<file path="src/rtl/bitty_pkg.sv">
//==============================================================================
// Module      : bitty_pkg
// Description : Shared encodings for the parametrised Bitty core (modes, ALU
//               ops, FSM states, compare results).
// Revision    : 1.0 - initial release
//==============================================================================
`default_nettype none

package bitty_pkg;

  typedef enum logic [1:0] {
    MODE_RR  = 2'b00,
    MODE_RI  = 2'b01,
    MODE_MEM = 2'b10,
    MODE_NOP = 2'b11
  } mode_e;

  typedef enum logic [2:0] {
    ALU_ADD = 3'd0,
    ALU_SUB = 3'd1,
    ALU_AND = 3'd2,
    ALU_OR  = 3'd3,
    ALU_XOR = 3'd4,
    ALU_SHL = 3'd5,
    ALU_SHR = 3'd6,
    ALU_CMP = 3'd7
  } alu_op_e;

  typedef enum logic [2:0] {
    ST_IDLE  = 3'd0,
    ST_LOADS = 3'd1,
    ST_EXEC  = 3'd2,
    ST_MEM   = 3'd3,
    ST_WB    = 3'd4
  } state_e;

  localparam logic [1:0] CMP_EQ = 2'd0;
  localparam logic [1:0] CMP_GT = 2'd1;
  localparam logic [1:0] CMP_LT = 2'd2;

endpackage

`default_nettype wire

</file>
<file path="src/rtl/bitty_alu_param.sv">
//==============================================================================
// Module      : bitty_alu_param
// Description : Combinational DW-bit ALU for the Bitty core.
// Revision    : 1.0 - initial release
//==============================================================================
`default_nettype none

module bitty_alu_param
  import bitty_pkg::*;
#(
  parameter int DW = 16
) (
  input  logic [DW-1:0] a,
  input  logic [DW-1:0] b,
  input  alu_op_e       op,
  output logic [DW-1:0] y
);

  localparam int c_SW = $clog2(DW);

  // Only the low log2(DW) bits of b select the shift distance.
  logic [c_SW-1:0] w_shamt;
  assign w_shamt = b[c_SW-1:0];

  always_comb begin
    y = '0;
    case (op)
      ALU_ADD: y = a + b;
      ALU_SUB: y = a - b;
      ALU_AND: y = a & b;
      ALU_OR:  y = a | b;
      ALU_XOR: y = a ^ b;
      ALU_SHL: y = a << w_shamt;
      ALU_SHR: y = a >> w_shamt;
      ALU_CMP: begin
        if (a == b)     y = DW'(CMP_EQ);
        else if (a > b) y = DW'(CMP_GT);
        else            y = DW'(CMP_LT);
      end
      default: y = '0;
    endcase
  end

endmodule

`default_nettype wire

</file>
<file path="src/rtl/bitty_core_param.sv">
//==============================================================================
// Module      : bitty_core_param
// Description : Parametrised Bitty execution core: 8-entry register file, ALU
//               and req/ack load/store port behind a multi-cycle FSM.
//               Optional memory timeout: define BITTY_MEM_TIMEOUT_EN.
// Revision    : 1.0 - initial release
//==============================================================================
`default_nettype none

module bitty_core_param
  import bitty_pkg::*;
#(
  parameter int DW             = 16,
  parameter int AW             = 8,
  parameter int TIMEOUT_CYCLES = 64
) (
  input  logic          clk,
  input  logic          reset,
  input  logic          instr_valid,
  output logic          instr_ready,
  input  logic [15:0]   instr,
  output logic          mem_req,
  output logic          mem_we,
  output logic [AW-1:0] mem_addr,
  output logic [DW-1:0] mem_wdata,
  input  logic [DW-1:0] mem_rdata,
  input  logic          mem_ack,
  output logic [DW-1:0] d_out,
  output logic          done,
  output logic          mem_err
);

  state_e          r_state;
  logic [15:0]     r_instr;
  logic [DW-1:0]   r_regs [8];
  logic [DW-1:0]   r_s;
  logic [DW-1:0]   r_c;
  logic            r_done;
  logic            r_mem_req;
  logic            r_mem_we;
  logic [AW-1:0]   r_mem_addr;
  logic [DW-1:0]   r_mem_wdata;

  logic [2:0]      w_rx;
  logic [2:0]      w_ry;
  logic [7:0]      w_imm8;
  logic [2:0]      w_op;
  mode_e           w_mode;
  logic [DW-1:0]   w_operand;
  logic [DW-1:0]   w_alu_y;
  logic            w_wb_en;
  logic            w_abort;

  assign w_rx   = r_instr[15:13];
  assign w_ry   = r_instr[12:10];
  assign w_imm8 = r_instr[12:5];
  assign w_op   = r_instr[4:2];
  assign w_mode = mode_e'(r_instr[1:0]);

  assign w_operand = (w_mode == MODE_RI) ? DW'(w_imm8) : r_regs[w_ry];
  assign w_wb_en   = (w_mode == MODE_RR) || (w_mode == MODE_RI) ||
                     ((w_mode == MODE_MEM) && !w_op[0]);

  bitty_alu_param #(.DW(DW)) u_alu (
    .a  (r_s),
    .b  (w_operand),
    .op (alu_op_e'(w_op)),
    .y  (w_alu_y)
  );

`ifdef BITTY_MEM_TIMEOUT_EN
  localparam int c_TW = $clog2(TIMEOUT_CYCLES + 1);
  logic [c_TW-1:0] r_tmo_cnt;
  logic            r_mem_err;
  assign mem_err = r_mem_err;
  assign w_abort = r_mem_err;
`else
  logic w_unused_tmo;
  assign w_unused_tmo = (TIMEOUT_CYCLES > 0);
  assign mem_err      = 1'b0;
  assign w_abort      = 1'b0;
`endif

  always_ff @(posedge clk or negedge reset) begin
    if (!reset) begin
      r_state     <= ST_IDLE;
      r_instr     <= '0;
      r_s         <= '0;
      r_c         <= '0;
      r_done      <= 1'b0;
      r_mem_req   <= 1'b0;
      r_mem_we    <= 1'b0;
      r_mem_addr  <= '0;
      r_mem_wdata <= '0;
      for (int i = 0; i < 8; i++) r_regs[i] <= '0;
`ifdef BITTY_MEM_TIMEOUT_EN
      r_tmo_cnt   <= '0;
      r_mem_err   <= 1'b0;
`endif
    end else begin
      r_done <= 1'b0;
`ifdef BITTY_MEM_TIMEOUT_EN
      r_mem_err <= 1'b0;
`endif
      case (r_state)
        ST_IDLE: begin
          if (instr_valid) begin
            r_instr <= instr;
            r_state <= ST_LOADS;
          end
        end
        ST_LOADS: begin
          r_s <= r_regs[w_rx];
          if (w_mode == MODE_MEM) begin
            r_mem_req   <= 1'b1;
            r_mem_we    <= w_op[0];
            r_mem_addr  <= r_regs[w_ry][AW-1:0];
            r_mem_wdata <= r_regs[w_rx];
`ifdef BITTY_MEM_TIMEOUT_EN
            r_tmo_cnt   <= '0;
`endif
            r_state     <= ST_MEM;
          end else begin
            r_state <= ST_EXEC;
          end
        end
        ST_EXEC: begin
          // Reserved mode retires through the same path but leaves C alone.
          if (w_mode != MODE_NOP) r_c <= w_alu_y;
          r_done  <= 1'b1;
          r_state <= ST_WB;
        end
        ST_MEM: begin
          if (mem_ack) begin
            r_mem_req <= 1'b0;
            r_c       <= r_mem_we ? r_s : mem_rdata;
            r_done    <= 1'b1;
            r_state   <= ST_WB;
          end
`ifdef BITTY_MEM_TIMEOUT_EN
          else if (r_tmo_cnt == c_TW'(TIMEOUT_CYCLES - 1)) begin
            r_mem_req <= 1'b0;
            r_mem_err <= 1'b1;
            r_done    <= 1'b1;
            r_state   <= ST_WB;
          end else begin
            r_tmo_cnt <= r_tmo_cnt + 1'b1;
          end
`endif
        end
        ST_WB: begin
          if (w_wb_en && !w_abort) r_regs[w_rx] <= r_c;
          r_state <= ST_IDLE;
        end
        default: r_state <= ST_IDLE;
      endcase
    end
  end

  assign instr_ready = (r_state == ST_IDLE);
  assign mem_req     = r_mem_req;
  assign mem_we      = r_mem_we;
  assign mem_addr    = r_mem_addr;
  assign mem_wdata   = r_mem_wdata;
  assign d_out       = r_c;
  assign done        = r_done;

endmodule

`default_nettype wire

</file>
<file path="config.mk">
export PLATFORM = sky130hd
export DESIGN_NAME = bitty_core_param
export DESIGN_NICKNAME = d
export VERILOG_FILES = /design/src/rtl/bitty_pkg.sv /design/src/rtl/bitty_alu_param.sv /design/src/rtl/bitty_core_param.sv
export SDC_FILE = /design/constraint.sdc
export NUM_CORES = 1
export LEC_CHECK = 0
export BUFFER_PORTS_ARGS = -buffer_cell sky130_fd_sc_hd__buf_4
export CORE_MARGIN = 1
export CORE_UTILIZATION = 50
export CTS_BUF_LIST = sky130_fd_sc_hd__clkbuf_4
export DETAILED_ROUTE_END_ITERATION = 7
export GPL_TIMING_DRIVEN = 0
export PLACE_DENSITY = 0.68
export SLEW_MARGIN = 10
export SYNTH_ARGS = -nofsm -noshare
export SYNTH_HDL_FRONTEND = slang
export SYNTH_SLANG_ARGS = --single-unit
</file>
<file path="constraint.sdc">
create_clock -name clk -period 5.83 [get_ports clk]
set_input_delay 0.2915 -clock clk [delete_from_list [all_inputs] [get_ports clk]]
set_output_delay 0.2915 -clock clk [all_outputs]
set_load 0.05 [all_outputs]
</file>
# After elaboration in Yosys (flattened, before gate mapping)
# Cells that the tools add are included.
# totals
reg_bits	206
inputBits	36
output_inout_bits	45
# classes
n_addsub	2
order_cmp	4
eq_ne	19
shift	2
mux	26
bitwise	5
n_reduce_logical	16
# op_table
cell	n
two-way mux 16 bit	10
bitwise mux 128 bit	1
one-hot mux 16 bit (8 select lines)	1
binary-select mux 16 bit (select 3 bit)	2
demux 16 bit (select 3 bit)	1
one-hot mux 16 bit (2 select lines)	1
adder 16 bit	1
AND 16 bit	1
equality test 16 bit	1
greater-than comparator 16 bit	1
OR 16 bit	1
left shift 16 x 4 -> 16 bit	1
>> shifter 16 x 4 -> 16 bit	1
subtractor 16 bit	1
bitwise XOR 16 bit	1
equality test 3 bit (second input constant)	5
equality test 3 x 2 -> 1 bit (second input constant)	4
one-hot mux 3 bit (4 select lines)	1
!= test 2 bit (second input constant)	5
greater-or-equal comparator 4 bit (second input constant)	2
inverter 3 -> 4 bit	2
AND reduction 2 bit	4
equality test 3 x 1 -> 1 bit (second input constant)	2
zero test 3 bit	2
other kinds (13)	22

# Logic depth before layout (Yosys ltp)
# logic_depth
depth_word	11
depth_mapped	17
mapped_depth_nobuf	15

# By module
# Synthesis repeated with hierarchy kept, for this count alone.
# unflattened
hier_cells	1353
area_unflattened_um2	13869.6
# by_module_without_submodules
mod	instances	cells_each	area_per_inst_um2	seq_area_each_um2
bitty_core_param	1	809	10266.1	5154.9
bitty_alu_param	1	544	3603.5	0.0

# Worst setup path before layout
# No wires, ideal clock.
# synth_path
kind	register -> register
from	reg r_instr[10]
to	reg r_c[11] (netlist: d_out[11])
arrival_time_ns	4.019
t_required_ns	5.695
path_slack_ns	1.676
path_stages_with_launch	17
n_path_buf	3
period_less_slack_ns	4.154
path_cell_list	dfrtp_1 -> buf_6 -> buf_6 -> buf_1 -> mux4_2 -> mux2i_1 -> nand2_1 -> o21ai_0 -> inv_1 -> ha_1 -> a21o_1 -> o41a_1 -> a31oi_1 -> mux2i_1 -> nor2_1 -> nor4b_2 -> o31ai_1
# synth_between
elab_chain_cells	9
word_cells_on_any_way	15
cone_classes	add/sub (2); shift (2); mux (7); bitwise (4)
# synth_lines
element	line_no	rtl
from (decl)	bitty_core_param.sv:34	logic [15:0] r_instr;
from (signal assigned)	bitty_core_param.sv:108	r_instr <= instr;
inverter 3 -> 4 bit (implied by the code)	bitty_core_param.sv:60	assign w_operand = (w_mode == MODE_RI) ? DW'(w_imm8) : r_regs[w_ry];
binary-select mux 16 bit (select 3 bit)	bitty_core_param.sv:60	
two-way mux 16 bit (2 in series)	--	
two-way mux 16 bit *	bitty_core_param.sv:60	
subtractor 16 bit (tied with other cells)	bitty_alu_param.sv:29	ALU_SUB: y = a - b;
one-hot mux 16 bit (8 select lines) *	bitty_alu_param.sv:27	case (op)
two-way mux 16 bit *	bitty_core_param.sv:129	if (w_mode != MODE_NOP) r_c <= w_alu_y;
one-hot mux 16 bit (2 select lines) *	bitty_core_param.sv:105	case (r_state)
to (signal assigned)	bitty_core_param.sv:129	
to (signal assigned)	bitty_core_param.sv:136	r_c <= r_mem_we ? r_s : mem_rdata;
to (decl)	bitty_core_param.sv:37	logic [DW-1:0] r_c;
# Mark *: on every way between the ends. The rest lies on a longest branch, timed or not. The select of a mux whose other input is x is not followed.
# A chain may end at the register's enable or synchronous reset.

# Worst setup path after layout
# layout_path
from	reg r_instr[12]
to	reg r_c[0] (netlist: d_out[0])
# layout_between
elab_chain_cells	11
word_cells_on_any_way	19
cone_classes	add/sub (2); order compare (1); eq/ne (1); shift (2); mux (9); bitwise (4)
# layout_lines
element	line_no	rtl
inverter 3 -> 4 bit (implied by the code)	bitty_core_param.sv:60	
binary-select mux 16 bit (select 3 bit)	bitty_core_param.sv:60	
two-way mux 16 bit (2 in series)	--	
two-way mux 16 bit *	bitty_core_param.sv:60	
greater-than comparator 16 bit	bitty_alu_param.sv:37	else if (a > b) y = DW'(CMP_GT);
two-way mux 2 bit	bitty_alu_param.sv:37	
two-way mux 16 bit	bitty_alu_param.sv:36	if (a == b) y = DW'(CMP_EQ);
one-hot mux 16 bit (8 select lines) *	bitty_alu_param.sv:27	
two-way mux 16 bit *	bitty_core_param.sv:129	
one-hot mux 16 bit (2 select lines) *	bitty_core_param.sv:105	
# Marked as above.

==> impl_results.md <==
- TritonCTS Buffers: 55
- Initial antenna violation count: 1
- Commonest non-fill, non-tap cell in the layout: dfrtp_1
- Setup WS post-layout: 0.362 ns
- Slew HR: 16.7%
- Reg-to-Reg End: d_out[0]$_DFFE_PN0P_
- Slew Viols, Final: 0
- H-tree depth: 2
- Chip height: 168 um
- Longest Clk Path Bufs: 3
- Synthesized area: 13700 um2
- Post-synth top flop: dfrtp_1
- Max cap viols: 0
- Nets: 1590
- CTS clk-pin slew, worst paths: 0.09 ns
- First-pass GRT wire length: 73400 um
- Crit path required time: 6.38 ns
- Final Non-Filler Cells: 1880
- Outcome: completed
- Min Tclk post-route: 5.47 ns
- RSZ-0062 raised after global routing: no
- Postcts setup bufs: 0
- Worst Setup Start Kind: register
- Cells after Synth: 1338
- Via count: 11.9k
- WL per Instance: 25.3 um
- Hold Vio Cnt, Final: 0
- Multi-input gate area: 7950 um2
- Cell variety after synth: 76
- Synth async-reset ratio: 100%
- Synth warn: 0
- Sequential area share after synthesis: 37.5%
- Congestion Overflow GR: 0
- Avg Synthesized Cell Area: 10.3 um2
- PortBufs: 79
- Delay-heaviest family, CP: compound AO/OA/AOI/OAI gates
- CP max stage cell: clkbuf_1
- Share of cells above drive strength 1: 26.5%
- DIE WIDTH: 168 um
- TritonCTS Sinks: 206
- # DRC: 0
- Area delta synth->final: 14.4%
- Post-synth EDFFs: 0
- F_max: 183 MHz
- Reg2reg setup slack: 0.36 ns
- Vias in the first global route: 12.0k
- Die area: 28100 um2
- Placed insts: 1760
- Largest net degree at the start of global routing: 99
- GPL Wtd Cong: 0.996
- Initial core utilization: 50.9%
- Detailed Place HPWL: 35700 um
- Critical path buffers and inverters: 4
- Clock skew: 0.0711 ns
- CP arrival: 6.01 ns
- CP endpoint kind: register
- Final setup fails: 0
- # IOs: 81
- CTS tree: done
- Critical path peak fanout: 11
- Synth Net Count: 1433
- FP Rows: 60
- Initial DRC Count: 1553
- DR pass1 iterations: 5
- Slew @ Worst Pin: 1.22 ns
- Largest stage delay on the critical path: 0.66 ns
- Worst skew pair latency: 0.70 ns
- Register area: 5150 um2
- Final period utilization: 93.8%
- TNS Setup: 0 ns
- Overall routing resource usage: 34.7%
- Antenna Nets Post-Route: 0
- Dpl ws: 0.536 ns
- Synthesized flop and latch total: 206
- FILL cells: 2379
- Commonest non-fill, non-tap cells in the layout: dfrtp_1, mux2_2, nand2_1
- Reg-to-Reg Start: r_instr[12]$_DFFE_PN0P_
- Hold Crit Class: primary input to asynchronous set/reset pin
- Crit-path cells: clkbuf_1 > mux4_2 > mux2i_1 > a21o_1 > inv_2 > buf_1 > ha_1 > inv_1 > fa_1 > nand2b_1 > a21oi_1 > o21a_1 > nor3_1 > o21ai_0 > a21oi_1 > nand2b_1 > a41oi_1
- Root Buffer: clkbuf_4
- Core Area: 27000 um2
- Critical path type: register to register
- Via/cell ratio: 6.34
- Final Routed Wirelength: 47500 um
- Register-to-Register Path Depth: 17
- Fin util: 58.3%
## area by class of cell
class                           count  area share, %
Antenna cell                        2         0.0319
Buffer                             97           2.62
Clock buffer                       86           4.11
Clock inverter                     13          0.374
Inverter                           55           1.35
Multi-Input combinational cell    980           50.6
Sequential cell                   206           32.8
Tap cell                          341           2.72
Timing Repair Buffer              100           5.38
## stage by stage
stage | hold WS, ns | area (um2)
after detailed placement | 0.228 | 14800
after global routing | 0.0817 | 15700
after CTS | 0.0764 | 15700
after global placement | 0.469 | 14800
after floorplan | -0.00409 | 13700
final | 0.106 | 15700
## metal layers
layer	up-vias	routed length (um)	track usage (%)	share of wire [%]
met2	538	22700	57.7	48
met1	5977	19900	45.8	42
li1	5289	-	-	-
met5	-	0	0	0
met4	0	1900	13.3	4.0
met3	121	3050	5.11	6.4
## timing repair
action / 4_1_cts / 5_1_grt
hold buffers: 19 / 0
resized for setup: 0 / 0
hold endpoints to repair: 129 / 0
## sequential cells by signal (all words and copies together), names as in the netlist
name / flops
r_regs: 128
d_out: 16
mem_wdata: 16
r_instr: 16
r_s: 16
mem_addr: 8
r_state: 3
done: 1
mem_req: 1
mem_we: 1
## worst reg2reg max path, delay by kind of cell (launching register included)
| kind | cells | cell delay [ns] |
|---|---|---|
| AOI/OAI and AO/OA | 6 | 1.53 |
| adders and majority gates | 2 | 0.75 |
| buffers and inverters | 4 | 1.51 |
| DFF | 1 | 0.32 |
| muxes | 2 | 0.50 |
| and+or+nand+nor | 3 | 0.71 |
## worst max-delay path by stage
stage / startpoint / endpoint / cells past startpoint
3_3_place_gp: r_instr[12]$_DFFE_PN0P_ / d_out[0]$_DFFE_PN0P_ / 17
5_1_grt: r_instr[10]$_DFFE_PN0P_ / d_out[13]$_DFFE_PN0P_ / 16
3_5_place_dp: r_instr[12]$_DFFE_PN0P_ / d_out[0]$_DFFE_PN0P_ / 17
4_1_cts: r_instr[12]$_DFFE_PN0P_ / d_out[0]$_DFFE_PN0P_ / 17
6_report: r_instr[12]$_DFFE_PN0P_ / d_out[0]$_DFFE_PN0P_ / 17
2_1_floorplan: r_instr[10]$_DFFE_PN0P_ / d_out[11]$_DFFE_PN0P_ / 16
## synthesized netlist by cell type, types with 5 or more instances
| cell type | number | share of area (%) |
|---|---|---|
| a21oi_1 | 87 | 3.2 |
| o22ai_1 | 10 | 0.46 |
| nand2_1 | 114 | 3.1 |
| o21a_1 | 5 | 0.27 |
| nor4_1 | 6 | 0.27 |
| nor3_1 | 21 | 0.77 |
| clkbuf_1 | 79 | 2.2 |
| nor3b_1 | 7 | 0.38 |
| a21o_1 | 8 | 0.44 |
| buf_1 | 8 | 0.22 |
| mux4_2 | 35 | 5.7 |
| o21ai_0 | 81 | 3.0 |
| xnor2_1 | 13 | 0.83 |
| o221ai_1 | 7 | 0.45 |
| nand3_1 | 12 | 0.44 |
| nand2b_1 | 9 | 0.41 |
| a221oi_1 | 27 | 1.7 |
| nor2b_1 | 16 | 0.73 |
| ha_1 | 57 | 5.2 |
| dfrtp_1 | 206 | 38 |
| nor2_1 | 67 | 1.8 |
| a211oi_1 | 16 | 0.87 |
| or2_2 | 5 | 0.23 |
| o21bai_1 | 6 | 0.33 |
| mux2i_1 | 81 | 5.9 |
| a221o_1 | 13 | 0.95 |
| a31oi_1 | 15 | 0.68 |
| o211ai_1 | 6 | 0.33 |
| mux2_2 | 172 | 14 |
| inv_1 | 52 | 1.4 |
| a22oi_1 | 11 | 0.60 |
## cells by family (layout without fill, tap and decap cells)
logic type                 Yosys count  count (layout)  synth area share (%)
AOI/OAI and AO/OA                  333             333                  15.9
muxes                              290             290                  26.0
and+or+nand+nor                    279             279                  9.36
DFF                                206             206                  37.5
buffers and inverters              152             351                  4.55
adders and majority gates           60              60                  5.56
xor gates and xnor gates            17              17                  1.08
other                                1               3                0.0273
Power is left out: the tool's default activity adds up to more than one toggle a clock period on the data nets, which glitch-free logic cannot reach.
